$ cat src/rtl/xor_if_pkg.sv
// xor_if_pkg: shared state encoding, default sizes and saturating increment for the XOR operand interface
package xor_if_pkg;
  typedef enum logic {IDLE, ISSUE} state_t;
  localparam int CNT_W_DEF = 16;
  localparam int EXP_DEPTH_DEF = 4;
  function automatic logic [31:0] sat_inc(input logic [31:0] v, input int w);
    return (v == (32'd1 << w) - 32'd1) ? v : v + 32'd1;
  endfunction
endpackage

$ cat src/rtl/xor_exp_fifo.sv
// xor_exp_fifo: 1-bit synchronous FIFO of expected results with same-edge push and pop
module xor_exp_fifo #(
  parameter int DEPTH = 4
) (
  input  logic                       clk,
  input  logic                       reset_n,
  input  logic                       push,
  input  logic                       din,
  input  logic                       pop,
  output logic                       dout,
  output logic                       full,
  output logic                       empty,
  output logic [$clog2(DEPTH):0]     count
);
  localparam int AW = $clog2(DEPTH);
  logic [DEPTH-1:0] mem;
  logic [AW-1:0] wp, rp;
  assign dout = mem[rp];
  assign full = count == (AW+1)'(DEPTH);
  assign empty = count == '0;
  // pointers and occupancy; callers never push when full or pop when empty
  always_ff @(posedge clk) begin
    if (!reset_n) begin
      wp <= '0;
      rp <= '0;
      count <= '0;
    end else begin
      if (push) begin
        mem[wp] <= din;
        wp <= wp + 1'b1;
      end
      if (pop) rp <= rp + 1'b1;
      count <= count + (AW+1)'(push) - (AW+1)'(pop);
    end
  end
endmodule

$ cat src/rtl/xor_pair_initiator.sv
// xor_pair_initiator: issues A/B operand pairs to an XOR responder and checks the returned Y results
module xor_pair_initiator
  import xor_if_pkg::*;
#(
  parameter int EXP_DEPTH = EXP_DEPTH_DEF,
  parameter int CNT_W = CNT_W_DEF
) (
  input  logic             clk,
  input  logic             reset_n,
  input  logic             cmd_a,
  input  logic             cmd_b,
  input  logic             cmd_valid,
  output logic             cmd_ready,
  output logic             A_data,
  output logic             A_enable,
  input  logic             A_ready,
  output logic             B_data,
  output logic             B_enable,
  input  logic             B_ready,
  input  logic             Y_data,
  input  logic             Y_enable,
  output logic             Y_ready,
  output logic [CNT_W-1:0] pass_count,
  output logic [CNT_W-1:0] err_count,
  output logic             mismatch,
  output logic             spurious,
  output logic             busy
);
  localparam int AW = $clog2(EXP_DEPTH);
  state_t state, state_nx;
  logic accept, a_hs, b_hs, y_hs, exp_bit, full, empty;
  logic [AW:0] fifo_count;
  assign cmd_ready = (state == IDLE) && !full;
  assign accept = cmd_valid && cmd_ready;
  assign a_hs = A_enable && A_ready;
  assign b_hs = B_enable && B_ready;
  assign Y_ready = |fifo_count;
  assign y_hs = Y_enable && Y_ready;
  assign busy = (state != IDLE) || !empty;
  xor_exp_fifo #(.DEPTH(EXP_DEPTH)) u_fifo (
    .clk(clk), .reset_n(reset_n), .push(accept), .din(cmd_a ^ cmd_b), .pop(y_hs),
    .dout(exp_bit), .full(full), .empty(empty), .count(fifo_count)
  );
  // state register
  always_ff @(posedge clk) state <= !reset_n ? IDLE : state_nx;
  // leave ISSUE once whichever of A/B is still outstanding completes its handshake
  always_comb begin
    state_nx = state;
    if (state == IDLE)
      state_nx = accept ? ISSUE : IDLE;
    else
      state_nx = ((!A_enable || a_hs) && (!B_enable || b_hs)) ? IDLE : ISSUE;
  end
  // operand drive: load both channels on accept, drop each enable on its own handshake
  always_ff @(posedge clk) begin
    if (!reset_n) begin
      A_data <= 1'b0;
      B_data <= 1'b0;
      A_enable <= 1'b0;
      B_enable <= 1'b0;
    end else if (accept) begin
      A_data <= cmd_a;
      B_data <= cmd_b;
      A_enable <= 1'b1;
      B_enable <= 1'b1;
    end else begin
      if (a_hs) A_enable <= 1'b0;
      if (b_hs) B_enable <= 1'b0;
    end
  end
  // result checker: compare consumed Y against queue head and count the outcome
  always_ff @(posedge clk) begin
    if (!reset_n) begin
      pass_count <= '0;
      err_count <= '0;
      mismatch <= 1'b0;
      spurious <= 1'b0;
    end else begin
      mismatch <= y_hs && (Y_data != exp_bit);
      spurious <= spurious || (Y_enable && empty);
      if (y_hs && Y_data == exp_bit) pass_count <= CNT_W'(sat_inc(32'(pass_count), CNT_W));
      if (y_hs && Y_data != exp_bit) err_count <= CNT_W'(sat_inc(32'(err_count), CNT_W));
    end
  end
endmodule

$ cat config.mk
export PLATFORM = sky130hd
export DESIGN_NAME = xor_pair_initiator
export DESIGN_NICKNAME = d
export VERILOG_FILES = /design/src/rtl/xor_if_pkg.sv /design/src/rtl/xor_exp_fifo.sv /design/src/rtl/xor_pair_initiator.sv
export SDC_FILE = /design/constraint.sdc
export NUM_CORES = 1
export LEC_CHECK = 0
export CORE_ASPECT_RATIO = 1.4
export CORE_MARGIN = 2
export CORE_UTILIZATION = 45
export DETAILED_ROUTE_END_ITERATION = 16
export PLACE_DENSITY = 0.72
export SYNTH_ARGS = -nofsm -noshare
export SYNTH_HDL_FRONTEND = slang
export SYNTH_SLANG_ARGS = --single-unit
$ cat constraint.sdc
create_clock -name clk -period 3 [get_ports clk]
set_input_delay 0.6 -clock clk [delete_from_list [all_inputs] [get_ports clk]]
set_output_delay 0.6 -clock clk [all_outputs]
set_load 0.01 [all_outputs]
==> results of run 1 <==
power by group through the flow:
stage / sequential, W / clock [W] / combinational (W)
after detailed placement: 0.000815 / 0 / 0.000514
final: 0.000800 / 0.000406 / 0.000510
after global placement: 0.000816 / 0 / 0.000503
after global routing: 0.000809 / 0.000436 / 0.000560
after CTS: 0.000800 / 0.000418 / 0.000517
after floorplan: 0.000815 / 0 / 0.000306
metal layers:
metal / GRT usage (%) / wire (um) / vias up
li1: - / - / 1051
met1: 21.0 / 2190 / 1002
met2: 30.3 / 2540 / 45
met3: 3.38 / 192 / 5
met4: 6.77 / 65 / 0
met5: 0 / 0 / -
state kept, by name (all words and copies together), names as in the netlist, 2 cells and up:
register / cells
err_count: 16
pass_count: 16
u_fifo.count: 3
u_fifo.mem: 4
u_fifo.rp: 2
u_fifo.wp: 2
cell usage in the layout (no fill, tap or decap), drive strengths merged, types with 6 or more instances in the layout:
| cell type | count |
|---|---|
| o21ai | 8 |
| mux2i | 6 |
| ha | 7 |
| clkbuf | 6 |
| dfxtp | 46 |
| nand4 | 12 |
| and3 | 8 |
| nand2 | 16 |
| nor2 | 31 |
| clkdlybuf4s50 | 49 |
| nor4 | 7 |
| buf | 7 |
| xor2 | 8 |
| nor3 | 8 |
| or3 | 6 |
| xnor2 | 14 |
| inv | 10 |
| nand3 | 14 |
| a21oi | 12 |
Yosys cell counts (6+ instances only):
cell,n
mux2i_1,6
xnor2_1,14
nor3_1,8
dfxtp_1,46
and3_1,8
nand3_1,14
or3_1,6
a21oi_1,12
ha_1,7
o21ai_0,8
inv_1,10
nand4_1,12
nor2_1,31
clkbuf_1,7
xor2_1,7
nand2_1,16
worst max-delay path: stages, from the launching register on:
cell	delay [ns]
dfxtp_1	0.48
nand4_1	0.21
or3_1	0.47
o211ai_1	0.82
buf_4	0.27
xor2_1	0.15
nor2_1	0.05
worst paths after layout:
| path | startpoint | end | depth (start not counted) |
|---|---|---|---|
| setup / recovery | err_count[7]$_SDFFE_PN0P_ | err_count[0]$_SDFFE_PN0P_ | 6 |
| hold / removal | spurious$_SDFF_PN0_ | spurious$_SDFF_PN0_ | 2 |
| setup reg to reg | err_count[7]$_SDFFE_PN0P_ | err_count[0]$_SDFFE_PN0P_ | 6 |
| hold reg to reg | spurious$_SDFF_PN0_ | spurious$_SDFF_PN0_ | 2 |
cells by family after synthesis:
family	synth area share, %
AOI/OAI and AO/OA	8.39
xor gates and xnor gates	8.86
adders and majority gates	4.51
buffers and inverters	3.04
DFF	43.6
muxes	3.46
and+or+nand+nor	28.1
cell type report:
cell class | instances | area, um2 | share of cell area (%)
repair buffers | 56 | 543 | 17.7
inverters | 10 | 37.5 | 1.22
well taps | 66 | 82.6 | 2.69
clock inverters | 2 | 12.5 | 0.407
clock buffers | 6 | 82.6 | 2.69
multi-input cells | 194 | 1270 | 41.4
flip-flops and latches | 50 | 1040 | 33.9
metrics by stage:
step | area [um2] | std cells | total power [W] | hold slack, ns | util (%)
2_1_floorplan | 2390 | 263 | 0.00112 | 0.461 | -
3_5_place_dp | 2980 | 376 | 0.00133 | 0.461 | 57.7
5_1_grt | 3070 | 384 | 0.00181 | 0.517 | 59.6
3_3_place_gp | 2980 | 376 | 0.00132 | 0.461 | 57.7
4_1_cts | 3070 | 384 | 0.00173 | 0.485 | 59.6
6_report | 3070 | 384 | 0.00172 | 0.477 | 59.6
==> results.toml, run 1 <==
[run_status]
status = "finished clean"

[yosys]
yosys_warnings = 0
synth_area_leaders = "dfxtp_1, xnor2_1, edfxtp_1, nor2_1, ha_1"
synth_nets = 280
synth_edf_count = 4
synth_cells = 263
netlist_area_mm2 = 0.00239
syn_area_per_cell_um2 = 9.08
ys_seq_elements = 50
synth_cell_types = 40
yosys.area.top_type = "dfxtp_1"
synth_top_cell_area_share_pct = 38.6
ys_seq_area_share_pct = 43.6
synth_flop_cell = "dfxtp_1"
ys_async_sr_fraction_pct = 0

[sta]
layout_setup_ws_ns = 0.423
fmax_ghz = 0.388
setup_viol_count_final = 0
slew_viol_final = 0
period_minus_slack_ns = 2.58
hold_viol = 0
final.period_utilization_pct = 85.9
fin_tns_setup_ns = 0
relSlewSlack_pct = 33.9
rsz0062_at_grt = "false"
worst_pin_slew_ns = 0.987
fin_skew_ns = 0.00474

[global_route]
grt_max_degree = 25
grt_overflow = 0
grt_pass1_vias = 1888
grt_pass1_wl_mm = 8.25
antenna_found_initial = 0
track_usage_pct = 17.5

[floorplanning]
dieArea_mm2 = 0.00591
start_util_pct = 46.3
die_h_um = 90.2
rows = 31
die_x_um = 65.6
ios = 50
coreArea_mm2 = 0.00516

[run]
cap_violations = 0

[detailed_routing]
drt-vias-per-instance = 5.48
dr.pass1.iters = 4
post-route-drc-count = 0
finalWirelength_mm = 4.99
drtIter0Drc = 165
drtAntennaViolNets = 0
vias = 2103
post_drt_wl_per_cell_um = 13.0

[cts]
cts_buffers = 5
cts_buffer_depth = 2
cts_num_sinks = 50
cts.reportedPaths.clkPinSlew_ns = 0.09
cts_root_buffer = "clkbuf_8"
cts.repair_timing.setup_buffer_count = 0
holdBufCountCts = 0
clk_latency_ns = 0.30
ctsResizeCount = 0
htree_levels = 2
cts_tree = "done"

[power_and_ir_drop]
clkPwrFrac_pct = 23.6
swShare_pct = 31.3
p_leak_nw = 1.06
p_int_w = 0.00118
powerDensity_mw_per_mm2 = 559
p_switching_w = 0.000538
seq_power_share_pct = 46.6
pwr-share-comb_pct = 29.7
ir_drop_mv = 0.345

[placement]
pre_cts_slack_ns = 0.369
gp_congestion = 0.784
post-dp-hpwl_mm = 3.63
port-buffer-count = 49

[critical_path]
critPathLaunchType = "register"
end_kind = "register"
rrSetupSlack_ns = 0.42
worstPathArrival_ns = 2.76
cp_max_fo = 16
worstPathRequired_ns = 3.18
crit_type = "reg -> reg"

[cells_and_area]
final_nets = 334
diodes = 0
layout-drive-gt1-share_pct = 6.60
nFillCells = 466
syn_to_final_growth_pct = 28.7

[hold_path]
min_path_type = "reg -> reg"
(Power assumes the default switching activity.)
==> run 2: changes to the inputs <==
- SLEW_MARGIN: not set -> 20
- TNS_END_PERCENT: not set -> 10
==> results of run 2 <==
Final layout, timing and power as in run 1 (identical DEF).
==> run 3: changes to the inputs <==
- ABC_AREA: not set -> 0
==> results of run 3 <==
Final layout, timing and power as in run 1 (identical DEF).
